$ cat src/rtl/rv32_pkg.sv
// Shared RV32 definitions: load/store unit states and fun3 access encodings.
package rv32_pkg;

    typedef enum logic [1:0] {
        IDLE = 2'd0,
        REQ  = 2'd1,
        RESP = 2'd2,
        DONE = 2'd3
    } lsu_state_t;

    localparam logic [2:0] F3_B  = 3'b000;
    localparam logic [2:0] F3_H  = 3'b001;
    localparam logic [2:0] F3_W  = 3'b010;
    localparam logic [2:0] F3_BU = 3'b100;
    localparam logic [2:0] F3_HU = 3'b101;

endpackage

$ cat src/rtl/lsu_align.sv
// Combinational data-path helpers for the load/store unit.
// Request side: legality/alignment check, store lane replication and byte enables.
// Response side: byte/half extraction and sign/zero extension of the raw read word,
// driven from the size/offset captured when the access was accepted.
module lsu_align
    import rv32_pkg::*;
(
    input  logic        i_load,
    input  logic        i_store,
    input  logic [2:0]  i_fun3,
    input  logic [1:0]  i_addr_lo,
    input  logic [31:0] i_wdata,
    input  logic [2:0]  i_rd_fun3,
    input  logic [1:0]  i_rd_addr_lo,
    input  logic [31:0] i_rdata,
    output logic        o_legal,
    output logic [3:0]  o_be,
    output logic [31:0] o_wdata,
    output logic [31:0] o_rdata
);

    logic w_fun3_ok;
    logic w_align_ok;

    // Legal only for exactly one of load/store, a known size encoding and natural alignment.
    always_comb begin
        w_fun3_ok  = 1'b0;
        w_align_ok = 1'b0;
        if (i_load) begin
            case (i_fun3)
                F3_B, F3_H, F3_W, F3_BU, F3_HU: w_fun3_ok = 1'b1;
                default:                        w_fun3_ok = 1'b0;
            endcase
        end else if (i_store) begin
            case (i_fun3)
                F3_B, F3_H, F3_W: w_fun3_ok = 1'b1;
                default:          w_fun3_ok = 1'b0;
            endcase
        end
        case (i_fun3[1:0])
            2'b00:   w_align_ok = 1'b1;
            2'b01:   w_align_ok = ~i_addr_lo[0];
            2'b10:   w_align_ok = (i_addr_lo == 2'b00);
            default: w_align_ok = 1'b0;
        endcase
        o_legal = (i_load ^ i_store) & w_fun3_ok & w_align_ok;
    end

    // Replicate store data into every lane and select lanes with byte enables; loads reuse the enables.
    always_comb begin
        o_wdata = i_wdata;
        o_be    = 4'b1111;
        case (i_fun3[1:0])
            2'b00: begin
                o_wdata = {4{i_wdata[7:0]}};
                o_be    = 4'b0001 << i_addr_lo;
            end
            2'b01: begin
                o_wdata = {2{i_wdata[15:0]}};
                o_be    = 4'b0011 << {i_addr_lo[1], 1'b0};
            end
            default: begin
                o_wdata = i_wdata;
                o_be    = 4'b1111;
            end
        endcase
    end

    logic [31:0] w_byte_sh;
    logic [31:0] w_half_sh;

    // Shift the addressed byte/half down to bit 0, then extend according to the load kind.
    always_comb begin
        w_byte_sh = i_rdata >> {i_rd_addr_lo, 3'b000};
        w_half_sh = i_rdata >> {i_rd_addr_lo[1], 4'b0000};
        case (i_rd_fun3)
            F3_B:    o_rdata = {{24{w_byte_sh[7]}}, w_byte_sh[7:0]};
            F3_BU:   o_rdata = {24'd0, w_byte_sh[7:0]};
            F3_H:    o_rdata = {{16{w_half_sh[15]}}, w_half_sh[15:0]};
            F3_HU:   o_rdata = {16'd0, w_half_sh[15:0]};
            default: o_rdata = i_rdata;
        endcase
    end

endmodule

$ cat src/rtl/load_store_unit.sv
// Data-memory access stage: accepts a decoded load/store, runs a req/gnt/rvalid
// transaction on the data-memory port while stalling the core, and returns the
// aligned, extended load result for write-back.
module load_store_unit
    import rv32_pkg::*;
#(
    parameter int ADDR_W = 32
) (
    input  logic              clk,
    input  logic              rst,
    input  logic              load_i,
    input  logic              store_i,
    input  logic [2:0]        fun3_i,
    input  logic [ADDR_W-1:0] addr_i,
    input  logic [31:0]       wdata_i,
    output logic              stall_o,
    output logic              done_o,
    output logic              misalign_o,
    output logic [31:0]       rdata_o,
    output logic              dmem_req_o,
    output logic              dmem_we_o,
    output logic [ADDR_W-1:0] dmem_addr_o,
    output logic [31:0]       dmem_wdata_o,
    output logic [3:0]        dmem_be_o,
    input  logic              dmem_gnt_i,
    input  logic              dmem_rvalid_i,
    input  logic [31:0]       dmem_rdata_i
);

    lsu_state_t        r_state;
    lsu_state_t        w_next;
    logic [ADDR_W-1:0] r_addr;
    logic [2:0]        r_fun3;
    logic              r_we;
    logic [31:0]       r_wdata;
    logic [3:0]        r_be;
    logic [31:0]       r_rdata;

    logic              w_legal;
    logic [3:0]        w_be;
    logic [31:0]       w_wdata;
    logic [31:0]       w_load_ext;
    logic              w_accept;
    logic              w_capture;

    lsu_align u_align (
        .i_load       (load_i),
        .i_store      (store_i),
        .i_fun3       (fun3_i),
        .i_addr_lo    (addr_i[1:0]),
        .i_wdata      (wdata_i),
        .i_rd_fun3    (r_fun3),
        .i_rd_addr_lo (r_addr[1:0]),
        .i_rdata      (dmem_rdata_i),
        .o_legal      (w_legal),
        .o_be         (w_be),
        .o_wdata      (w_wdata),
        .o_rdata      (w_load_ext)
    );

    // Next-state and control outputs; rvalid only matters while a load is in REQ or RESP.
    always_comb begin
        w_next     = r_state;
        w_accept   = 1'b0;
        w_capture  = 1'b0;
        stall_o    = 1'b0;
        done_o     = 1'b0;
        misalign_o = 1'b0;
        dmem_req_o = 1'b0;
        case (r_state)
            IDLE: begin
                if (load_i | store_i) begin
                    if (w_legal) begin
                        w_accept = 1'b1;
                        stall_o  = 1'b1;
                        w_next   = REQ;
                    end else begin
                        misalign_o = 1'b1;
                    end
                end
            end
            REQ: begin
                dmem_req_o = 1'b1;
                stall_o    = 1'b1;
                if (dmem_gnt_i) begin
                    if (r_we) begin
                        w_next = DONE;
                    end else if (dmem_rvalid_i) begin
                        w_capture = 1'b1;
                        w_next    = DONE;
                    end else begin
                        w_next = RESP;
                    end
                end
            end
            RESP: begin
                stall_o = 1'b1;
                if (dmem_rvalid_i) begin
                    w_capture = 1'b1;
                    w_next    = DONE;
                end
            end
            DONE: begin
                done_o = 1'b1;
                w_next = IDLE;
            end
            default: w_next = IDLE;
        endcase
    end

    // State register; reset abandons any outstanding request immediately.
    always_ff @(posedge clk or posedge rst) begin
        if (rst) r_state <= IDLE;
        else     r_state <= w_next;
    end

    // Capture the request on acceptance so the bus outputs stay stable until granted.
    always_ff @(posedge clk or posedge rst) begin
        if (rst) begin
            r_addr  <= '0;
            r_fun3  <= 3'b000;
            r_we    <= 1'b0;
            r_wdata <= 32'd0;
            r_be    <= 4'b0000;
        end else if (w_accept) begin
            r_addr  <= addr_i;
            r_fun3  <= fun3_i;
            r_we    <= store_i;
            r_wdata <= w_wdata;
            r_be    <= w_be;
        end
    end

    // Load result register; only a completing load updates it.
    always_ff @(posedge clk or posedge rst) begin
        if (rst)            r_rdata <= 32'd0;
        else if (w_capture) r_rdata <= w_load_ext;
    end

    assign rdata_o      = r_rdata;
    assign dmem_we_o    = r_we;
    assign dmem_be_o    = r_be;
    assign dmem_wdata_o = r_wdata;
    assign dmem_addr_o  = {r_addr[ADDR_W-1:2], 2'b00};

endmodule

$ cat config.mk
export PLATFORM = sky130hd
export DESIGN_NAME = load_store_unit
export DESIGN_NICKNAME = d
export VERILOG_FILES = /design/src/rtl/rv32_pkg.sv /design/src/rtl/lsu_align.sv /design/src/rtl/load_store_unit.sv
export SDC_FILE = /design/constraint.sdc
export NUM_CORES = 1
export LEC_CHECK = 0
export BUFFER_PORTS_ARGS = -buffer_cell sky130_fd_sc_hd__buf_2
export CELL_PAD_IN_SITES_DETAIL_PLACEMENT = 0
export CELL_PAD_IN_SITES_GLOBAL_PLACEMENT = 1
export CORE_MARGIN = 3
export CORE_UTILIZATION = 39
export DETAILED_ROUTE_END_ITERATION = 8
export HOLD_SLACK_MARGIN = 0.03
export PLACE_DENSITY_LB_ADDON = 0.2
export SETUP_SLACK_MARGIN = 0.5
export SLEW_MARGIN = 10
export SYNTH_ARGS = -nofsm -noshare
export SYNTH_HDL_FRONTEND = slang
export SYNTH_SLANG_ARGS = --single-unit
$ cat constraint.sdc
create_clock -name clk -period 6.4 [get_ports clk]
set_input_delay 0.32 -clock clk [delete_from_list [all_inputs] [get_ports clk]]
set_output_delay 0.32 -clock clk [all_outputs]
set_load 0.02 [all_outputs]
; Word level (Yosys, flattened, before mapping)
; Index checks and enable logic that the tools add are counted.
[classes]
mux = 28
n_bitwise = 5
eq_ne = 16
shifts = 4
reduce_logical = 9
[ops]
columns = cell, count
row1 = $pmux W32 S4, 1
row2 = $pmux W32 S2, 1
row3 = $shr A32 B5 Y16, 1
row4 = $shr A32 B5 Y8, 1
row5 = $mux W1, 17
row6 = $eq A3 B3 Y1 const B, 4
row7 = $mux W2, 4
row8 = $pmux W2 S4, 1
row9 = $pmux W4 S2, 1
row10 = $eq A2 B2 Y1 const B, 3
row11 = $eq A3 B1 Y1 const B, 2
row12 = $logic_not A2 Y1, 3
row13 = $logic_not A3 Y1, 2
row14 = $ne A2 B2 Y1 const B, 3
row15 = $reduce_or A5 Y1, 1
row16 = $eq A2 B1 Y1 const B, 2
row17 = $pmux W1 S2, 2
row18 = $reduce_and A4 Y1, 1
row19 = $shl A1 B2 Y4 const A, 1
row20 = $shl A2 B2 Y4 const A, 1
row21 = $eq A3 B2 Y1 const B, 1
row22 = $pmux W1 S3, 1
row23 = $reduce_or A3 Y1, 1
row24 = $and A1 B1 Y1, 2
row25 = other kinds (5), 5
[word_totals]
elab_cells = 69
regBits = 106
output_inout_bits = 105

; Logic depth before layout (Yosys ltp)
; Gate-level depths: netlist of run 1.
[depth]
depth_word = 10
ltp_mapped = 8

; Cells and area by module
; A second synthesis of run 1 with hierarchy kept.
[hier_totals]
cells_unflattened = 462
hier_area_um2 = 5786.8
[modules_own_cells]
columns = module, area_per_inst_um2, cells_each, seq_area_each_um2, instances
row1 = load_store_unit, 4528.1, 278, 2652.5, 1
row2 = lsu_align, 1258.7, 184, 0.0, 1

; Least setup slack after synthesis of run 1
; No wires, ideal clock.
[synth_timing]
kind = input to output
from = input port store_i
to = output port stall_o
t_required_ns = 6.080
path_buffers = 2
t_arrival_ns = 1.886
stages = 7
setup_slack_ns = 4.194
cell_sequence = inv_1 > ha_1 > a21boi_0 > o2111ai_2 > buf_4 > clkbuf_1 > a21oi_1
[synth_via]
elab_chain_cells = 7
[synth_lines]
columns = element, line_no
row1 = from (decl), load_store_unit.sv:12  ; input logic store_i,
row2 = $mux W1, lsu_align.sv:34  ; end else if (i_store) begin
row3 = $mux W1, lsu_align.sv:29  ; if (i_load) begin
row4 = $and A1 B1 Y1 (2 in a row), lsu_align.sv:46  ; o_legal = (i_load ^ i_store) & w_fun3_ok & w_align_ok;
row5 = $mux W1, load_store_unit.sv:73  ; if (w_legal) begin
row6 = $mux W1 (*), load_store_unit.sv:72  ; if (load_i | store_i) begin
row7 = $pmux W1 S2 (*), load_store_unit.sv:70  ; case (r_state)
row8 = to (decl), load_store_unit.sv:16  ; output logic stall_o,
; Every way passes the cells marked *; elsewhere a longest branch is shown, timed or not.

; Final worst setup path of run 1
[layout_timing]
from = register r_state[0]
to = output port stall_o
[layout_via]
elab_chain_cells = 3
[layout_lines]
columns = element, line_no
row1 = from (decl), load_store_unit.sv:30  ; lsu_state_t r_state;
row2 = from (signal assigned), load_store_unit.sv:114  ; else r_state <= w_next;
row3 = $eq A2 B2 Y1 / $eq A2 B1 Y1 (equally long branches), load_store_unit.sv:70
row4 = $reduce_or A2 Y1 (no line), n/a
row5 = $pmux W1 S2 (*), load_store_unit.sv:70
; Marked as above.

==> impl_metrics.py, run 1 <==
metrics = {
    "sta": {
        "maxSlewHeadroom_pct": 31.2,
        "fin_crit_ns": 2.76,
        "rsz0062_at_grt": "no",
        "clock.fmax_mhz": 362,
        "fin_skew_ns": 0.00808,
        "finalSetupViolations": 0,
        "fin_crit_sh_pct": 43.1,
        "worstMarginPinSlew_ns": 1.03,
        "whs_ns": 0.206,
        "drv_slew": 0,
        "tns_ns": 0,
        "finalHoldViolations": 0,
    },
    "power": {
        "power_density_mw_per_mm2": 495,
        "p_leak_uw": 0.00347,
        "vdd_drop_max_v": 0.000256,
    },
    "min_path": {
        "hold_path.class": "primary input to register",
        "min_from": "addr_i[31]",
    },
    "yosys": {
        "yosysMostFrequentCell": "dfrtp_1",
        "avgSynthCellArea_um2": 10.3,
        "yosysSeqAreaShare_pct": 49.5,
        "synth_edf_count": 0,
        "syn_inst": 518,
        "netlist_top_cells_count": "dfrtp_1 (106), nand2_1 (94), o21ai_0 (46)",
        "yosysTopAreaCell": "dfrtp_1",
        "synth_top_cell_area_share_pct": 49.5,
        "synth_cell_types": 39,
        "ys.flop_type": "dfrtp_1",
        "yosys_warnings": 0,
        "synth-seq-cells": 106,
        "synthArstFlopShare_pct": 100,
        "synth_area_leaders": "dfrtp_1 (49%), nand2_1 (6.6%), mux2i_1 (6.5%), mux2_2 (5.0%), mux2_4 (4.8%)",
        "syn_area_mm2": 0.00536,
    },
    "clocking": {
        "cts_tree": "yes",
        "cts_sinks": 106,
        "h-tree-depth": 3,
        "cts_max_path_buffers": 2,
        "ctsResizeCount": 0,
        "holdBufCountCts": 1,
        "cts_buffers": 9,
        "clk-insertion-delay-late_ns": 0.34,
        "postCtsSetupRepairBufs": 0,
        "clkSlewWorstSetupHoldPaths_ns": 0.07,
        "cts_root_buffer": "clkbuf_16",
    },
    "finish": {
        "finalNonFillerCells": 862,
        "n_fill_cell": 1296,
        "syn2layout_area_growth_pct": 23.7,
        "fin_nets": 791,
        "multi_input_area_mm2": 0.00229,
        "final_core_util_pct": 49.7,
        "drive_gt1_share_pct": 40.1,
        "final-seq-area_mm2": 0.00265,
    },
    "setup_path": {
        "start_kind": "register",
        "arrival_ns": 2.44,
        "end_kind": "output port",
        "required_ns": 6.08,
        "worstPathMaxFanout": 32,
        "startpoint": "r_state[0]",
        "crit_type": "register to output port",
        "r2r-start": "r_state[0]",
    },
    "floorplan": {
        "die_x_um": 123,
        "coreArea_mm2": 0.0133,
        "die_area_mm2": 0.0152,
        "die_y_um": 123,
        "start_util_pct": 40.1,
        "fp-row-count": 42,
        "pin_count": 210,
    },
    "place": {
        "place_congestion": 0.805,
        "hpwl_mm": 9.80,
        "portBuffers": 207,
        "place_inst": 843,
    },
    "grt": {
        "grt_first_pass_wirelength_mm": 20.8,
        "grt_max_degree": 74,
        "overflow": 0,
        "grt_usage_pct": 17.4,
        "first_global_vias": 4117,
        "antenna_found_initial": 0,
    },
    "route": {
        "drtAntennaViolNets": 0,
        "finalWirelength_mm": 13.4,
        "viasPerCell": 4.88,
        "via_count": 4203,
        "first_pass_iters": 4,
        "drt_iter0_drc": 207,
        "wl_per_cell_um": 15.5,
        "drc": 0,
    },
    "job": {
        "maxCapViolCount": 0,
    },
    "outcome": {
        "status": "finished, final reports clean",
    },
}
[per-stage QoR]
step                setup slack (ns)  instance area (µm²)  power, µW
global placement                3.51                 6280       2680
detailed placement              3.42                 6280       2710
CTS                             3.57                 6620       3330
finish                          3.64                 6630       3280
global route                    3.35                 6630       3520
floorplan                       3.29                 5360       2320
[worst max-delay path, stage by stage (launching register included)]
cell and delay [ns]:
dfrtp_1 0.40, inv_1 0.15, ha_1 0.21, nor2b_1 0.27, o2111ai_4 0.56, a21oi_1 0.31, buf_2 0.20
[where the power goes]
part	switching, µW	internal (µW)	total (µW)
combinational	913	582	1490
clock	236	364	601
sequential	202	987	1190
total	1350	1930	3280
[cell usage in the layout (no fill, tap or decap), types with 2 or more instances in the layout]
| cell type | netlist | final |
|---|---|---|
| mux2_2 | 24 | 24 |
| o21ai_0 | 46 | 46 |
| bufinv_16 | 0 | 2 |
| inv_1 | 12 | 11 |
| o311ai_0 | 7 | 7 |
| buf_2 | 6 | 207 |
| mux2i_1 | 35 | 35 |
| ha_1 | 6 | 6 |
| nand2b_1 | 8 | 8 |
| nor2b_1 | 10 | 10 |
| conb_1 | 1 | 2 |
| buf_4 | 33 | 5 |
| mux2_4 | 17 | 17 |
| clkbuf_8 | 0 | 2 |
| nand2_1 | 94 | 94 |
| o211ai_1 | 19 | 19 |
| clkbuf_16 | 0 | 9 |
| a21oi_1 | 21 | 21 |
| dfrtp_1 | 106 | 106 |
| or3_1 | 9 | 9 |
| nor2_1 | 19 | 19 |
| o21ba_2 | 2 | 2 |
| o22ai_1 | 3 | 3 |
[flip-flops by register name, indices dropped and copies added, names as in the netlist]
register      cells
dmem_be_o         4
r_fun3            3
r_state           2
rdata_o          32
r_addr           32
dmem_we_o         1
dmem_wdata_o     32
[worst paths after layout]
kind                       slack [ns]  depth (start not counted)               to
setup / recovery                 3.64                          6          stall_o
hold / removal                   0.21                          2       r_addr[31]
setup reg to reg                 3.72                          6  dmem_wdata_o[3]
hold reg to reg                  0.48                          2      rdata_o[11]
max in group asynchronous        4.58                          4     dmem_be_o[0]
min in group asynchronous        0.54                          3       r_addr[11]
[kinds of logic after synthesis]
kind of cell	Yosys count	share of synthesized area, %
compound gates	108	12.8
fa+ha+maj	6	1.40
buf+inv	75	7.99
flops	106	49.5
mux	76	16.3
other cells	1	0.0700
simple gates	146	11.9
[final cells by class]
class                      instances  share of cell area, %
timing repair buffer             213                   16.3
multi-input combinational        338                   34.6
sequential                       106                   40.0
clock buffer                      12                   3.87
tap                              176                   3.32
clock inverter                     4                   1.11
antenna                            1                 0.0377
inverter                          12                  0.717
[layer usage]
layer | vias to the layer above | global-route usage, % | wire (µm)
met5 | - | 0 | 0
met4 | 0 | 6.02 | 200
met3 | 16 | 5.54 | 1100
met2 | 130 | 26.7 | 6130
met1 | 1981 | 23.4 | 5970
li1 | 2076 | - | -
Note: power is estimated with default switching activity, not from simulation.
==> run 2, diff against run 1 <==
--- a/config.mk
+++ b/config.mk
@@ -9,7 +9,7 @@
 export CELL_PAD_IN_SITES_DETAIL_PLACEMENT = 0
 export CELL_PAD_IN_SITES_GLOBAL_PLACEMENT = 1
 export CORE_MARGIN = 3
-export CORE_UTILIZATION = 39
+export CORE_UTILIZATION = 37
 export DETAILED_ROUTE_END_ITERATION = 8
 export HOLD_SLACK_MARGIN = 0.03
 export PLACE_DENSITY_LB_ADDON = 0.2
==> constraint.sdc (replaced) <==
create_clock -name clk -period 2.8 [get_ports clk]
set_input_delay 0.14 -clock clk [delete_from_list [all_inputs] [get_ports clk]]
set_output_delay 0.14 -clock clk [all_outputs]
set_load 0.02 [all_outputs]
==> run 2 against run 1 <==
Compared with the run above:
- via count up 4.2%
- sequential cell count unchanged
- final area grew 5.7%
- critical path type unchanged
- die area grew 5.1%
- combinational power up 140%
- clock skew shrank 0.0027 ns
- sequential power is 130% higher
- power rose by 130%
- largest power group unchanged
==> impl_metrics.py, run 2 (synthesized netlist as in run 1, its figures left out) <==
metrics = {
    "clocking": {
        "cts_root_buffer": "clkbuf_16",
        "clk-insertion-delay-late_ns": 0.34,
        "clkSlewWorstSetupHoldPaths_ns": 0.07,
        "cts_sinks": 106,
        "h-tree-depth": 3,
        "cts_tree": "yes",
        "cts_buffers": 9,
        "cts_max_path_buffers": 2,
    },
    "route": {
        "drtAntennaViolNets": 0,
        "wl_per_cell_um": 15.7,
        "viasPerCell": 4.85,
        "via_count": 4378,
        "drt_iter0_drc": 230,
        "finalWirelength_mm": 14.1,
        "first_pass_iters": 4,
        "drc": 0,
    },
    "floorplan": {
        "die_y_um": 126,
        "die_area_mm2": 0.0160,
        "start_util_pct": 38.2,
        "coreArea_mm2": 0.0140,
        "fp-row-count": 43,
        "pin_count": 210,
        "die_x_um": 126,
    },
    "setup_path": {
        "reg2reg_to": "r_addr[24]",
        "cp_cell_sequence": "inv_1 -> ha_1 -> nor2b_2 -> o2111ai_4 -> buf_6 -> a21oi_1 -> buf_2",
        "startpoint": "r_state[0]",
        "reg2reg_depth": 6,
        "r2r_slack_ns": 0.74,
        "r2r-start": "r_state[0]",
        "crit_type": "register to output port",
        "required_ns": 2.66,
        "start_kind": "register",
        "worstPathMaxFanout": 25,
        "cpPeakStageDelay_ns": 0.41,
        "crit_end": "stall_o",
        "arrival_ns": 2.08,
        "crit_path_top_delay_cell": "dfrtp_1",
        "end_kind": "output port",
    },
    "sta": {
        "finalSetupViolations": 0,
        "drv_slew": 0,
        "worstMarginPinSlew_ns": 0.696,
        "rsz0062_at_grt": "yes",
        "fin_crit_ns": 2.22,
        "fin_crit_sh_pct": 79.1,
        "fin_skew_ns": 0.00536,
        "maxSlewHeadroom_pct": 53.5,
        "clock.fmax_mhz": 451,
        "setup_slack_ns": 0.584,
        "tns_ns": 0,
        "finalHoldViolations": 0,
    },
    "power": {
        "power_frac_clock_pct": 18.3,
        "switching_share_pct": 41.6,
        "pwr-share-comb_pct": 46.4,
        "power_frac_seq_pct": 35.2,
        "p_leak_uw": 0.00363,
        "vdd_drop_max_v": 0.000444,
        "power_density_mw_per_mm2": 1090,
        "p_int_uw": 4440,
        "power_switching_uw": 3170,
    },
    "min_path": {
        "hold_path.class": "primary input to register",
    },
    "job": {
        "maxCapViolCount": 0,
    },
    "place": {
        "place_inst": 855,
        "place_ws_ns": 0.570,
        "hpwl_mm": 10.2,
        "place_congestion": 0.792,
        "portBuffers": 207,
    },
    "finish": {
        "finalNonFillerCells": 902,
        "n_fill_cell": 1346,
        "layout_common_cells": "buf_2 (207), dfrtp_1 (106), nand2_1 (94), o21ai_0 (46), mux2i_1 (35)",
        "drive_gt1_share_pct": 39.2,
        "fin_nets": 828,
        "syn2layout_area_growth_pct": 30.7,
        "final_common_cell": "buf_2",
        "diodes": 0,
    },
    "grt": {
        "antenna_found_initial": 1,
        "overflow": 0,
        "first_global_vias": 4533,
        "grt_first_pass_wirelength_mm": 23.2,
        "grt_max_degree": 80,
        "grt_usage_pct": 17.8,
    },
    "outcome": {
        "status": "finished, final reports clean",
    },
}
==> run 2: cell types whose count changed in the layout (fill, tap and decap cells not counted), sizes merged <==
cell	delta
buf	+7
clkinv	-1
dlygate4sd3	+30
clkinvlp	+1
inv	+2
diode	-1
clkbuf	-2
==> run 2: layer usage <==
layer	part of all wire, %	GRT usage [%]	wire, µm	vias up
met3	7.4	5.47	1050	15
met1	43	22.8	6130	2078
li1	-	-	-	2148
met4	1.3	4.67	189	2
met5	0.14	0	20	-
met2	48	29.4	6740	135
==> run 2: critical path: cells and delay by family (launching register included) <==
family,cells,cell delay (ns)
AO/OA/AOI/OAI,2,0.32
AND/OR/NAND/NOR,1,0.21
flip-flops,1,0.41
buffers and inverters,3,0.57
adder cells (fa/ha/maj),1,0.21
==> run 2: repair_timing <==
action,4_1_cts,5_1_grt
hold buffers,31,0
setup buffers,0,0
hold endpoints to repair,58,0
resized for setup,1,2
endpoints found under the setup margin,1,21
==> run 2: worst min path at each step <==
stage	start	cells after the start	endpoint	slack, ns
finish	wdata_i[7]	2	dmem_wdata_o[7]	0.07
global route	wdata_i[7]	2	dmem_wdata_o[7]	0.06
CTS	wdata_i[7]	2	dmem_wdata_o[7]	0.05
detailed placement	rst	2	dmem_wdata_o[12]	0.29
global placement	rst	2	dmem_wdata_o[15]	0.28
floorplan	wdata_i[2]	1	dmem_wdata_o[2]	0.29
==> run 2: power groups by stage <==
stage | clock network, µW | registers, µW | logic (µW)
floorplan | 0 | 3190 | 2120
global placement | 0 | 2680 | 3480
detailed placement | 0 | 2700 | 3540
CTS | 1430 | 2690 | 3580
global route | 1500 | 2780 | 3870
finish | 1390 | 2680 | 3530
==> run 2: final cells by class <==
class	count	area, µm²	area share [%]
Inverter	12	48.8	0.697
Clock buffer	10	229	3.27
Timing Repair Buffer	250	1460	20.8
Tap cell	180	225	3.21
Sequential cell	106	2650	37.9
Multi-Input combinational cell	338	2300	32.8
Clock inverter	6	97.6	1.39
==> run 2: through the flow <==
step           cell area (µm²)  util (%)  hold slack, ns  total power [µW]
2_1_floorplan             5370         -           0.289              5300
3_3_place_gp              6360      45.3           0.283              6160
3_5_place_dp              6360      45.3           0.289              6250
4_1_cts                   7000      49.8          0.0518              7700
5_1_grt                   7010      49.9          0.0631              8150
6_report                  7010      49.9          0.0709              7600
==> run 3, diff against run 2 <==
--- a/config.mk
+++ b/config.mk
@@ -9,7 +9,7 @@
 export CELL_PAD_IN_SITES_DETAIL_PLACEMENT = 0
 export CELL_PAD_IN_SITES_GLOBAL_PLACEMENT = 1
 export CORE_MARGIN = 3
-export CORE_UTILIZATION = 37
+export CORE_UTILIZATION = 33
 export DETAILED_ROUTE_END_ITERATION = 8
 export HOLD_SLACK_MARGIN = 0.03
 export PLACE_DENSITY_LB_ADDON = 0.2
==> constraint.sdc (replaced) <==
create_clock -name clk -period 1.8 [get_ports clk]
set_input_delay 0.09 -clock clk [delete_from_list [all_inputs] [get_ports clk]]
set_output_delay 0.09 -clock clk [all_outputs]
set_load 0.02 [all_outputs]
==> run 3 against run 2 <==
Compared with the run above:
- critical path depth stayed put
- clock skew hardly changed
- register-to-register slack worse by 0.71 ns
- critical endpoint unchanged
==> impl_metrics.py, run 3 (synthesized netlist as in run 1, its figures left out) <==
metrics = {
    "setup_path": {
        "end_kind": "output port",
        "cp_top_family": "buffers and inverters",
        "crit_path_top_delay_cell": "dfrtp_1",
        "cpPeakStageDelay_ns": 0.39,
        "arrival_ns": 1.69,
        "critPathBufInv": 3,
        "start_kind": "register",
        "cp_cell_sequence": "inv_2 -> ha_4 -> nor2b_4 -> o2111ai_4 -> buf_12 -> a21oi_4 -> buf_6",
        "worstPathMaxFanout": 2,
        "required_ns": 1.71,
        "crit_type": "register to output port",
    },
    "route": {
        "drc": 0,
        "via_count": 4661,
        "finalWirelength_mm": 15.9,
        "first_pass_iters": 7,
        "viasPerCell": 4.72,
        "drtAntennaViolNets": 0,
        "drt_iter0_drc": 256,
        "wl_per_cell_um": 16.0,
    },
    "finish": {
        "fin_nets": 883,
        "layout_common_cells": "buf_2 (203), dfrtp_1 (106), nand2_1 (78), dlygate4sd3_1 (61), o21ai_0 (36)",
        "final_core_util_pct": 50.5,
        "final_common_cell": "buf_2",
        "drive_gt1_share_pct": 43.5,
        "syn2layout_area_growth_pct": 46.4,
        "diodes": 0,
        "n_fill_cell": 1440,
        "stdcell_area_mm2": 0.00785,
        "finalNonFillerCells": 988,
    },
    "place": {
        "place_congestion": 0.815,
        "dpl_cell_area_mm2": 0.00657,
        "place_inst": 896,
        "portBuffers": 207,
        "hpwl_mm": 10.9,
    },
    "power": {
        "power_frac_seq_pct": 32.6,
        "pwr-share-comb_pct": 51.5,
        "power_density_mw_per_mm2": 1640,
        "vdd_drop_max_v": 0.000772,
        "power_frac_clock_pct": 15.9,
        "power_switching_uw": 5330,
        "p_leak_uw": 0.00397,
        "switching_share_pct": 41.4,
        "p_int_uw": 7530,
    },
    "sta": {
        "fin_crit_ns": 1.78,
        "worstMarginPinSlew_ns": 0.556,
        "fin_skew_ns": 0.00491,
        "whs_ns": 0.0363,
        "finalSetupViolations": 0,
        "maxSlewHeadroom_pct": 63.0,
        "drv_slew": 0,
        "rsz0062_at_grt": "yes",
        "clock.fmax_mhz": 562,
        "finalHoldViolations": 0,
        "fin_crit_sh_pct": 98.8,
    },
    "outcome": {
        "status": "finished, final reports clean",
    },
    "clocking": {
        "clkSlewWorstSetupHoldPaths_ns": 0.07,
        "cts_root_buffer": "clkbuf_16",
        "cts_buffers": 9,
        "cts_tree": "yes",
        "cts_max_path_buffers": 2,
        "clk-insertion-delay-late_ns": 0.35,
        "cts_sinks": 106,
        "h-tree-depth": 3,
    },
    "grt": {
        "first_global_vias": 4835,
        "grt_first_pass_wirelength_mm": 25.0,
        "grt_max_degree": 66,
        "grt_usage_pct": 17.6,
        "overflow": 0,
        "antenna_found_initial": 0,
    },
    "floorplan": {
        "die_x_um": 133,
        "coreArea_mm2": 0.0155,
        "fp-row-count": 45,
        "pin_count": 210,
        "die_y_um": 133,
        "die_area_mm2": 0.0178,
        "start_util_pct": 34.5,
    },
    "job": {
        "maxCapViolCount": 0,
    },
    "min_path": {
        "hold_path.class": "primary input to register",
    },
}
run 3: changes by cell type in the layout (fill, tap and decap cells not counted), sizes merged:
cell	delta
dlygate4sd3	+30
buf	+24
bufbuf	+1
bufinv	-1
clkbuf	+1
clkinv	+1
inv	-1
run 3: layout make-up:
cell class	count	area [µm²]	share of cell area, %
flip-flops and latches	106	2650	33.8
multi-input cells	338	2440	31.1
repair buffers	305	2130	27.2
well taps	211	264	3.36
clock buffers	11	243	3.09
clock inverters	5	61.3	0.781
inverters	12	51.3	0.654
run 3: path summary, 6_finish.rpt:
check,startpoint,end,slack [ns],cells past startpoint
setup / recovery,r_state[1],stall_o,0.02,7
hold / removal,dmem_rdata_i[26],rdata_o[26],0.04,3
setup reg to reg,r_state[1],r_addr[27],0.03,7
hold reg to reg,dmem_wdata_o[9],dmem_wdata_o[9],0.48,2
max in group asynchronous,rst,rdata_o[17],0.94,4
min in group asynchronous,rst,r_state[0],0.38,4
run 3: worst min-delay path, stage by stage:
cell      delay [ns]
buf_2           0.12
nand2_1         0.07
o211ai_1        0.07
run 3: timing repair:
action                                 CTS  global route
hold buffers                            60             1
gates resized for setup                 28            27
endpoints found under the hold margin  165             1
buffers inserted                         9             3
setup endpoints to repair              109           110
gates cloned                             3             0
pin swaps                                3            16
run 3: power groups by stage:
| stage | clock, µW | combinational, µW | sequential (µW) |
|---|---|---|---|
| detailed placement | 0 | 5860 | 4200 |
| global route | 2220 | 7180 | 4330 |
| finish | 2040 | 6630 | 4180 |
| floorplan | 0 | 3440 | 4970 |
| global placement | 0 | 5780 | 4160 |
| CTS | 2120 | 6440 | 4160 |
run 3: routing by layer:
layer | vias up | part of all wire (%) | global-route usage [%]
met3 | 21 | 8.3 | 5.78
met5 | - | 0 | 0
met2 | 166 | 48 | 28.4
met4 | 0 | 1.8 | 5.71
li1 | 2262 | - | -
met1 | 2212 | 42 | 22.3
run 3: stage by stage:
step,total power (µW),setup slack (ns),TNS (ns)
after floorplan,8410,0.108,0
after global routing,13700,-0.0587,-1.23
after CTS,12700,0.0170,0
final,12900,0.0215,0
after global placement,9940,0.0806,0
after detailed placement,10100,0.0285,0
